$ cat config.mk
export PLATFORM = sky130hd
export DESIGN_NAME = anemometer_speed_meter
export DESIGN_NICKNAME = d
export VERILOG_FILES = /design/src/rtl/anemometer_speed_meter.sv
export SDC_FILE = /design/constraint.sdc
export NUM_CORES = 1
export LEC_CHECK = 0
export ABC_AREA = 1
export CAP_MARGIN = 10
export CORE_ASPECT_RATIO = 1.75
export CORE_MARGIN = 2
export CORE_UTILIZATION = 65
export DETAILED_ROUTE_END_ITERATION = 8
export PLACE_DENSITY = 0.88
export SLEW_MARGIN = 30
export SYNTH_ARGS = -nofsm -noshare
export SYNTH_HDL_FRONTEND = slang
export SYNTH_SLANG_ARGS = --single-unit
$ cat constraint.sdc
create_clock -name clk -period 8.6 [get_ports clk]
set_clock_uncertainty 0.2 [all_clocks]
set_input_delay 1.29 -clock clk [delete_from_list [all_inputs] [get_ports clk]]
set_output_delay 1.29 -clock clk [all_outputs]
set_load 0.05 [all_outputs]
$ cat src/rtl/anemometer_speed_meter.sv
// ============================================================================
// Module   : anemometer_speed_meter
// Function : Debounced anemometer pulse counter with gated window, scaled
//            saturated speed, gust peak and optional 4-window average
//            (enable with `define ANEMO_AVG_EN).
// Revision : 1.0 - initial release
// ============================================================================
`default_nettype none

module anemometer_speed_meter #(
  parameter int CNT_W           = 8,
  parameter int SPEED_W         = 7,
  parameter int GATE_CYCLES     = 50000000,
  parameter int DEBOUNCE_CYCLES = 50000,
  parameter int SPEED_NUM       = 376,
  parameter int SPEED_SHIFT     = 8
) (
  input  logic               clk,
  input  logic               reset_n,
  input  logic               rotation,
  input  logic               clear_peak,
  output logic [SPEED_W-1:0] speed,
  output logic [SPEED_W-1:0] peak_speed,
  output logic [CNT_W-1:0]   pulse_count,
  output logic               speed_valid,
  output logic               overflow
`ifdef ANEMO_AVG_EN
  ,
  output logic [SPEED_W-1:0] speed_avg
`endif
);

  localparam int c_GATE_W = (GATE_CYCLES > 1) ? $clog2(GATE_CYCLES) : 1;
  localparam int c_DB_W   = (DEBOUNCE_CYCLES > 1) ? $clog2(DEBOUNCE_CYCLES) : 1;
  localparam int c_PROD_W = CNT_W + 16;
  localparam logic [c_GATE_W-1:0] c_GATE_LAST = c_GATE_W'(GATE_CYCLES - 1);
  localparam logic [c_DB_W-1:0]   c_DB_LOAD   =
      (DEBOUNCE_CYCLES > 0) ? c_DB_W'(DEBOUNCE_CYCLES - 1) : '0;
  localparam logic [c_PROD_W-1:0] c_SPEED_MAX = c_PROD_W'((64'd1 << SPEED_W) - 64'd1);

  typedef enum logic [0:0] {
    ST_IDLE    = 1'b0,
    ST_LOCKOUT = 1'b1
  } state_t;

  logic                r_sync1, r_sync2, r_sync3;
  state_t              r_state;
  logic [c_DB_W-1:0]   r_lock_cnt;
  logic [c_GATE_W-1:0] r_gate;
  logic [CNT_W-1:0]    r_cnt;
  logic                r_win_ovf;

  logic                w_rise;
  logic                w_accept;
  logic                w_term;
  logic [CNT_W-1:0]    w_cnt_next;
  logic                w_ovf_next;
  logic [c_PROD_W-1:0] w_prod;
  logic [c_PROD_W-1:0] w_scaled;
  logic [SPEED_W-1:0]  w_speed_new;

  always_ff @(posedge clk or negedge reset_n) begin
    if (!reset_n) begin
      r_sync1 <= 1'b0;
      r_sync2 <= 1'b0;
      r_sync3 <= 1'b0;
    end else begin
      r_sync1 <= rotation;
      r_sync2 <= r_sync1;
      r_sync3 <= r_sync2;
    end
  end

  assign w_rise   = r_sync2 & ~r_sync3;
  assign w_accept = w_rise && (r_state == ST_IDLE);

  // With a zero lockout the FSM never leaves IDLE, so every edge is accepted.
  always_ff @(posedge clk or negedge reset_n) begin
    if (!reset_n) begin
      r_state    <= ST_IDLE;
      r_lock_cnt <= '0;
    end else begin
      case (r_state)
        ST_IDLE: begin
          if (w_accept && (DEBOUNCE_CYCLES != 0)) begin
            r_state    <= ST_LOCKOUT;
            r_lock_cnt <= c_DB_LOAD;
          end
        end
        ST_LOCKOUT: begin
          if (r_lock_cnt == '0) begin
            r_state <= ST_IDLE;
          end else begin
            r_lock_cnt <= r_lock_cnt - 1'b1;
          end
        end
        default: r_state <= ST_IDLE;
      endcase
    end
  end

  assign w_term = (r_gate == c_GATE_LAST);

  always_comb begin
    w_cnt_next = r_cnt;
    w_ovf_next = r_win_ovf;
    if (w_accept) begin
      if (&r_cnt) begin
        w_ovf_next = 1'b1;
      end else begin
        w_cnt_next = r_cnt + 1'b1;
      end
    end
  end

  // Scaling uses the count including any edge accepted on the terminal cycle.
  assign w_prod      = c_PROD_W'(w_cnt_next) * c_PROD_W'(SPEED_NUM);
  assign w_scaled    = w_prod >> SPEED_SHIFT;
  assign w_speed_new = (w_scaled > c_SPEED_MAX) ? {SPEED_W{1'b1}} : w_scaled[SPEED_W-1:0];

  always_ff @(posedge clk or negedge reset_n) begin
    if (!reset_n) begin
      r_gate    <= '0;
      r_cnt     <= '0;
      r_win_ovf <= 1'b0;
    end else if (w_term) begin
      r_gate    <= '0;
      r_cnt     <= '0;
      r_win_ovf <= 1'b0;
    end else begin
      r_gate    <= r_gate + 1'b1;
      r_cnt     <= w_cnt_next;
      r_win_ovf <= w_ovf_next;
    end
  end

  always_ff @(posedge clk or negedge reset_n) begin
    if (!reset_n) begin
      speed       <= '0;
      pulse_count <= '0;
      overflow    <= 1'b0;
      speed_valid <= 1'b0;
    end else begin
      speed_valid <= w_term;
      if (w_term) begin
        speed       <= w_speed_new;
        pulse_count <= w_cnt_next;
        overflow    <= w_ovf_next;
      end
    end
  end

  // Peak follows speed by one cycle so a clear on the strobe cycle keeps the new value.
  always_ff @(posedge clk or negedge reset_n) begin
    if (!reset_n) begin
      peak_speed <= '0;
    end else if (speed_valid) begin
      if (clear_peak || (speed > peak_speed)) begin
        peak_speed <= speed;
      end
    end else if (clear_peak) begin
      peak_speed <= '0;
    end
  end

`ifdef ANEMO_AVG_EN
  // The current speed register is the newest of the three previous entries.
  logic [SPEED_W-1:0] r_hist0, r_hist1;
  logic [SPEED_W+1:0] w_sum;

  assign w_sum = {2'b00, w_speed_new} + {2'b00, speed} + {2'b00, r_hist0} + {2'b00, r_hist1};

  always_ff @(posedge clk or negedge reset_n) begin
    if (!reset_n) begin
      r_hist0   <= '0;
      r_hist1   <= '0;
      speed_avg <= '0;
    end else if (w_term) begin
      r_hist0   <= speed;
      r_hist1   <= r_hist0;
      speed_avg <= w_sum[SPEED_W+1:2];
    end
  end
`endif

endmodule

`default_nettype wire

# [Word level (Yosys, flattened, before mapping)]
# Index checks and enable logic that the tools add are counted.
[totals] register_bits=79 output_inout_bits=24
[classes] add_sub_neg=3 n_mul=1 n_lt_le_gt_ge=2 eq_ne=4 mux=17 bitwise=3 n_reduce_logical=7
[ops] operator="2-to-1 mux 16 bit" n=2
[ops] operator="one-hot mux 16 bit (2 select lines)" n=1
[ops] operator="2-to-1 mux 7 bit" n=4
[ops] operator="adder 26 x 1 -> 26 bit (second input constant)" n=1
[ops] operator="equality test 26 bit (second input constant)" n=1
[ops] operator="2-to-1 mux 26 bit" n=1
[ops] operator="2-to-1 mux 8 bit" n=3
[ops] operator="logical NOT 16 bit" n=1
[ops] operator="subtractor 16 x 1 -> 16 bit (second input constant)" n=1
[ops] operator="multiplier 8 x 6 -> 14 bit (second input constant)" n=1
[ops] operator="greater-than comparator 9 x 7 -> 1 bit (second input constant)" n=1
[ops] operator="adder 8 x 1 -> 8 bit (second input constant)" n=1
[ops] operator="AND reduction 8 bit" n=1
[ops] operator="greater-than comparator 7 bit" n=1
[ops] operator="2-to-1 mux 1 bit" n=5
[ops] operator="inequality test 2 bit (second input constant)" n=2
[ops] operator="AND reduction 2 bit" n=2
[ops] operator="inequality test 2 x 1 -> 1 bit (second input constant)" n=1
[ops] operator="inverter 1 bit" n=2
[ops] operator="one-hot mux 1 bit (2 select lines)" n=1
[ops] operator="nonzero test 2 bit" n=1
[ops] operator="bitwise AND 1 bit" n=1
[ops] operator="logical AND 1 bit" n=1
[ops] operator="logical OR 1 bit" n=1

# [Logic depth before layout (Yosys ltp)]
# Gate-level depths: netlist (run 1).
[depth] word_depth=7 mapped_depth=29 depth_no_buf=29

# [Least setup slack after synthesis (run 1)]
# OpenSTA, ideal clock, no wires.
[synth_path] path_type="reg2reg" from="reg r_cnt[0]" to="reg speed[6]" setup_time_ns=0.119 arrival_ns=4.157 required_time_ns=8.281 setup_slack_ns=4.125 path_stages_with_launch=28 path_buffers=0 period_less_slack_ns=4.475 path_cell_list="dfrtp_1 -> ha_1 -> nand3_1 -> nor2_1 -> nand2_1 -> nor2_2 -> nand2_2 -> nand2_4 -> o21ai_1 -> inv_1 -> fa_1 -> inv_1 -> fa_1 -> fa_1 -> inv_1 -> ha_1 -> nand2_1 -> inv_1 -> nand2_1 -> nand2_1 -> nand2_1 -> nand3_1 -> nand2_1 -> nand2_1 -> inv_1 -> nand2_1 -> nor2_1 -> nor2_1"
[synth_via] elab_chain_len=6 elab_cells_between_ends=7 cone_classes="1 x add/sub; 1 x mul; 1 x order compare; 3 x mux; 1 x reduce/logical"
[synth_lines] element="start: declaration" line="50" text="logic [CNT_W-1:0] r_cnt;"
[synth_lines] element="start signal: assignment" line="132" text="r_cnt <= w_cnt_next;"
[synth_lines] element="adder 8 x 1 -> 8 bit or AND reduction 8 bit (tied branches)" line="111, 108"
[synth_lines] element="2-to-1 mux 8 bit (*)" line="108" text="if (&r_cnt) begin"
[synth_lines] element="2-to-1 mux 8 bit (*)" line="107" text="if (w_accept) begin"
[synth_lines] element="named net w_cnt_next[4]" line="56" text="logic [CNT_W-1:0] w_cnt_next;"
[synth_lines] element="multiplier 8 x 6 -> 14 bit (*)" line="117" text="assign w_prod = c_PROD_W'(w_cnt_next) * c_PROD_W'(SPEED_NUM);"
[synth_lines] element="greater-than comparator 9 x 7 -> 1 bit" line="119" text="assign w_speed_new = (w_scaled > c_SPEED_MAX) ? {SPEED_W{1'b1}} : w_scaled[SPEED_W-1:0];"
[synth_lines] element="2-to-1 mux 7 bit (*)" line="119"
[synth_lines] element="end signal: assignment" line="146" text="speed <= w_speed_new;"
[synth_lines] element="end: declaration" line="22" text="output logic [SPEED_W-1:0] speed,"
# Mark *: on every way through the listed nets, which the timed path passes. The rest lies on a longest branch.
# A chain may end at the register's enable or synchronous reset.

# [Worst setup path in the final report (run 1)]
# Ends and elaborated chain as after synthesis.

==> results of run 1 <==
-- per-layer routing --
metal  vias to the layer above  GRT usage
li1                       2257          -
met1                      2246      0.310
met2                       137      0.521
met3                        32     0.0355
met4                         0      0.134
met5                         -          0
-- registers in the layout, summed over array words and instances, names as in the netlist --
signal       cells
r_cnt            8
overflow         1
speed_valid      1
r_state          1
r_lock_cnt      16
pulse_count      8
r_gate          26
peak_speed       7
r_sync3          1
speed            7
r_sync1          1
r_win_ovf        1
r_sync2          1
-- where the power goes --
group / internal, mW / switching [mW] / total [mW]
Sequential: 0.416 / 0.0457 / 0.462
Clock: 0.225 / 0.155 / 0.380
Combinational: 0.377 / 0.637 / 1.01
-- stage by stage --
step	setup WS, ns	hold slack (ns)	total power [mW]	instances
3_5_place_dp	3.59	0.139	1.46	819
3_3_place_gp	3.85	0.135	1.40	819
2_1_floorplan	4.12	0.131	1.26	709
4_1_cts	3.52	0.152	1.85	835
5_1_grt	3.15	0.165	2.04	835
6_report	3.50	0.151	1.86	835
-- layout by cell type, fill, tap and decap left out, types with 2 or more instances in the layout --
cell             count
nand2_1            159
inv_1              144
dfrtp_1             79
nor2_1              76
nand3_1             45
ha_1                36
clkdlybuf4s50_1     26
xor2_1              25
o21ai_0             23
nand4_1             16
fa_1                16
a21oi_1             14
nor3_1              10
o21ai_2              9
clkbuf_16            9
o21ai_1              6
nor2_2               5
or2_2                5
xnor2_1              4
nor3_2               3
nand3b_1             3
nor4_1               2
nor3b_1              2
a31oi_1              2
nand2_2              2
nand2_4              2
o22ai_1              2
clkinvlp_4           2
clkinv_2             2
-- worst paths after layout --
check                      slack [ns]  depth (start not counted)        endpoint
min                              0.15                          0         r_sync2
min reg2reg                      0.15                          0         r_sync2
max in group asynchronous        6.92                          1        speed[3]
max                              3.50                         27        speed[6]
min in group asynchronous        0.78                          1  r_lock_cnt[13]
max reg2reg                      3.50                         27        speed[6]
-- kinds of logic after synthesis --
logic type / after synthesis
compound gates: 59
xor+xnor: 30
fa+ha+maj: 52
buf+inv: 154
flops: 79
simple gates: 335
-- critical path, cell delays in order, from the launching register on --
cell,delay [ns]
dfrtp_1,0.43
ha_1,0.22
nand3_1,0.11
nor2_1,0.16
nand2_1,0.10
nor2_2,0.15
nand2_2,0.11
nand3_1,0.10
o21ai_0,0.35
inv_1,0.32
ha_1,0.31
fa_1,0.56
inv_1,0.06
fa_1,0.53
inv_1,0.04
ha_1,0.33
nand2_1,0.10
inv_1,0.05
nand2_1,0.06
nand2_1,0.05
nand2_1,0.08
nand3_1,0.07
nand2_1,0.07
nand2_1,0.05
inv_1,0.13
nand2_1,0.09
nor2_1,0.10
nor2_1,0.04
-- final cells by class --
type | instances | area [sq um]
multi-input cells | 476 | 2890
fillers | 595 | 2160
flip-flops and latches | 79 | 1980
inverters | 145 | 544
repair buffers | 27 | 272
clock buffers | 9 | 225
well taps | 92 | 115
clock inverters | 7 | 72.6
==> results.toml, run 1 <==
[global_routing]
grt-ovfl-total = 0
grt_pass1_wl_mm = 20.8
grt_util_all_layers = 0.284
grt_pass1_vias = 4861
antenna_found_initial = 0
grt_max_degree = 80

[clock_network]
clkTransAtPathRegs_ns = 0.06
cts_tree = "built"
cts_buffers = 9
post_cts_buffers = 0
clockRootBuffer = "clkbuf_16"
clk_path_buf_depth = 2
numClockSinks = 79
cts-resized-gates = 0
htree_levels = 3
clk-insertion-delay-late_ns = 0.34
ctsHoldBuffers = 0

[route]
vias = 4672
wl_per_cell_microns = 14.3
drt-met1-wl_mm = 4.55
routed.top_layer = "met4"
antenna_left = 0
via_per_inst = 5.60
drtIter0Drc = 303
drc = 0
routed-wl-met3_microns = 421
met2_length_mm = 6.64
totalWireLength_mm = 11.9
drt_first_pass_iters = 6

[synth]
synth_area_leader_cell = "dfrtp_1"
synth_compound_area_frac = 0.0640
synth.top_cells.by_area = "dfrtp_1 (36%), nand2_1 (11%), inv_1 (9.9%)"
ys.flop_type = "dfrtp_1"
syn_nets = 765
yosys.area.top_type_share = 0.361
synth_mux_area_frac = 0
async_flop_share = 1.00
synth-simple-area-share = 0.273
synth_edf_count = 0
synth_warnings = 0
synthAdderAreaFrac = 0.141
syn_inst = 709
syn_avg_cell_area_sq_um = 7.73
synth_top_family_by_area = "simple AND/OR/NAND/NOR gates"
synth_cell_type_count = 38
ys_seq_area_frac = 0.361
synth_most_common_cell = "nand2_1"
ys_ff_latch = 79
synth_commonest_cells = "nand2_1 (159), inv_1 (144), dfrtp_1 (79)"
synth_xor_area_frac = 0.0493
syn_area_sq_mm = 0.00548

[critical_path]
critPathLaunch = "r_cnt[0]"
cp.arrival_ns = 5.12
crit_type = "reg -> reg"
crit_path_start_kind = "flip-flop"
cp_max_fo = 6
cp.required_ns = 8.63
r2r_start = "r_cnt[0]"
setup.worst_path.end_class = "flip-flop"

[floorplanning]
initial_core_util = 0.663
die_area_sq_mm = 0.00921
core_sq_mm = 0.00826
die_h_microns = 125
io_pins = 28
num_rows = 44
dieWidth_microns = 73.4

[timing]
clock.fmax_mhz = 196
max_slew.worst_pin.slew_ns = 0.964
min_period_ns = 5.10
rsz0062_at_grt = "false"
slew_viol_final = 0
period_share = 0.593
max-slew-margin-rel = 0.350
finalHoldViolations = 0
final.setup.tns_ns = 0
setup_violations = 0

[status]
outcome = "finished, final reports clean"

[final_layout]
area_growth_pct = 11.3
finalNetCount = 794
drive_gt1_frac = 0.0686
final_area_sq_mm = 0.00609
utilization = 0.738
antennaDiodeCount = 0

[power_and_ir_drop]
p_per_area_mw_per_mm2 = 305
peakVddDrop_uv = 406
cellLeakagePower_nw = 3.25

[placed_design]
dpl_cell_area_sq_mm = 0.00579
hpwl_mm = 8.96
io_buffers = 27
gp_congestion = 0.962

[job]
drv_cap = 0

[worst_hold_path]
min_path_type = "reg -> reg"
hold_start = "r_sync1"
Note: power is estimated with default switching activity, not from simulation.
==> run 2, diff against run 1 <==
Settings changed: CORE_UTILIZATION 65 to 61, PLACE_DENSITY 0.88 to 0.84.
Clock period 8.6 ns to 5 ns, I/O delays scaled along.
==> results.toml, run 2 (synthesis results as in run 1) <==
[status]
outcome = "finished, final reports clean"

[final_layout]
drive_gt1_frac = 0.0919
finalNonFillerCells = 868
largest_register = "r_gate"
antennaDiodeCount = 0
final_cell_mix = "nand2_1 (157), inv_1 (141), dfrtp_1 (79)"
largest_register_ffs = 26
finalNetCount = 802
top_regs = "r_gate x26, r_lock_cnt x16"
utilization = 0.717
area_growth_pct = 14.2
final_common_cell = "nand2_1"

[route]
drtIter0Drc = 313
drc = 0
antenna_left = 0
vias = 4596
drt_first_pass_iters = 5
totalWireLength_mm = 12.1
wl_per_cell_microns = 13.9
via_per_inst = 5.29

[timing]
hold_slack_ns = 0.149
min_period_ns = 4.79
finalHoldViolations = 0
period_share = 0.959
max-slew-margin-rel = 0.522
max_slew.worst_pin.slew_ns = 0.717
setup_violations = 0
slew_viol_final = 0
clock.fmax_mhz = 209
fin_ws_ns = 0.205

[global_routing]
grt-ovfl-total = 0
grt_pass1_vias = 4544
grt_max_degree = 80
grt_util_all_layers = 0.266
grt_pass1_wl_mm = 19.9
antenna_found_initial = 0

[power_and_ir_drop]
cellLeakagePower_nw = 3.29
p_sw_mw = 1.47
p_int_mw = 1.86
p_per_area_mw_per_mm2 = 533
power_frac_clock = 0.207
p_sw_frac = 0.441
total_power_mw = 3.33
power_frac_comb = 0.556
peakVddDrop_uv = 613
pwr-share-seq = 0.237

[clock_network]
cts_tree = "built"
clk_path_buf_depth = 2
htree_levels = 3
clockRootBuffer = "clkbuf_16"
numClockSinks = 79
clk-insertion-delay-late_ns = 0.34
clkTransAtPathRegs_ns = 0.06
cts_buffers = 9

[floorplanning]
initial_core_util = 0.628
dieWidth_microns = 75.6
io_pins = 28
die_area_sq_mm = 0.00978
num_rows = 45
core_sq_mm = 0.00873
die_h_microns = 129

[critical_path]
setup.worst_path.end_class = "flip-flop"
cp.required_ns = 5.03
cp.arrival_ns = 4.83
cp_max_fo = 6
crit_type = "reg -> reg"
crit_path_start_kind = "flip-flop"

[placed_design]
dp_cells = 848
io_buffers = 27
gp_congestion = 0.883
preCtsSetupSlack_ns = 0.121
hpwl_mm = 8.75

[worst_hold_path]
min_path_type = "reg -> reg"

[job]
drv_cap = 0
-- run 2: changes by cell type in the layout (fill, tap and decap cells not counted), sizes merged --
| cell | previous run | this run |
|---|---|---|
| buf | 1 | 9 |
| clkbuf | 9 | 11 |
| clkinv | 3 | 2 |
| clkinvlp | 2 | 1 |
-- run 2: layer usage --
layer	wire length (microns)	up-vias	track usage
met4	433	0	0.125
met1	4660	2175	0.297
met3	363	38	0.0451
met2	6640	110	0.473
li1	-	2273	-
met5	0	-	0
-- run 2: critical path: stages, from the launching register on --
cell     delay (ns)
dfrtp_1        0.41
ha_4           0.16
nand3_1        0.14
nor2_2         0.14
nand2_1        0.09
nor2_2         0.17
buf_4          0.14
nand3_1        0.13
nand2_1        0.27
fa_1           0.49
fa_1           0.50
inv_1          0.06
fa_1           0.53
inv_1          0.04
ha_1           0.34
nand2_1        0.08
nor2_1         0.15
nand3_1        0.12
nand3_1        0.10
nand2_1        0.06
nand2_2        0.13
nand2_1        0.08
nor2_1         0.10
nor2_1         0.04
-- run 2: stage by stage --
step	setup TNS, ns	area (sq um)
3_5_place_dp	0	5850
2_1_floorplan	0	5480
6_report	0	6250
4_1_cts	0	6170
3_3_place_gp	0	5850
5_1_grt	-0.113	6250
-- run 2: final cells by class --
type | instances | area (sq um)
repair buffers | 35 | 332
well taps | 117 | 146
inverters | 145 | 544
clock inverters | 5 | 63.8
fillers | 663 | 2470
multi-input cells | 476 | 2940
clock buffers | 11 | 253
flip-flops and latches | 79 | 1980
-- run 2: worst paths after layout --
kind / from / endpoint / slack (ns) / cells after the start
max: r_cnt[1] / speed[6] / 0.21 / 23
min: r_sync1 / r_sync2 / 0.15 / 0
max reg2reg: r_cnt[1] / speed[6] / 0.21 / 23
min reg2reg: r_sync1 / r_sync2 / 0.15 / 0
max in group asynchronous: reset_n / r_lock_cnt[14] / 3.88 / 1
min in group asynchronous: reset_n / r_lock_cnt[9] / 0.21 / 1
-- run 2: timing repair --
item / CTS / global route
buffers inserted: 0 / 4
endpoints found under the setup margin: 0 / 7
gates resized for setup: 0 / 11
hold buffers: 0 / 0
-- run 2: power groups by stage --
stage / clock network, mW / registers (mW) / logic (mW)
final: 0.689 / 0.789 / 1.85
after global routing: 0.719 / 0.796 / 2.15
after CTS: 0.696 / 0.785 / 1.75
after detailed placement: 0 / 0.796 / 1.72
after global placement: 0 / 0.792 / 1.64
after floorplan: 0 / 0.778 / 1.39
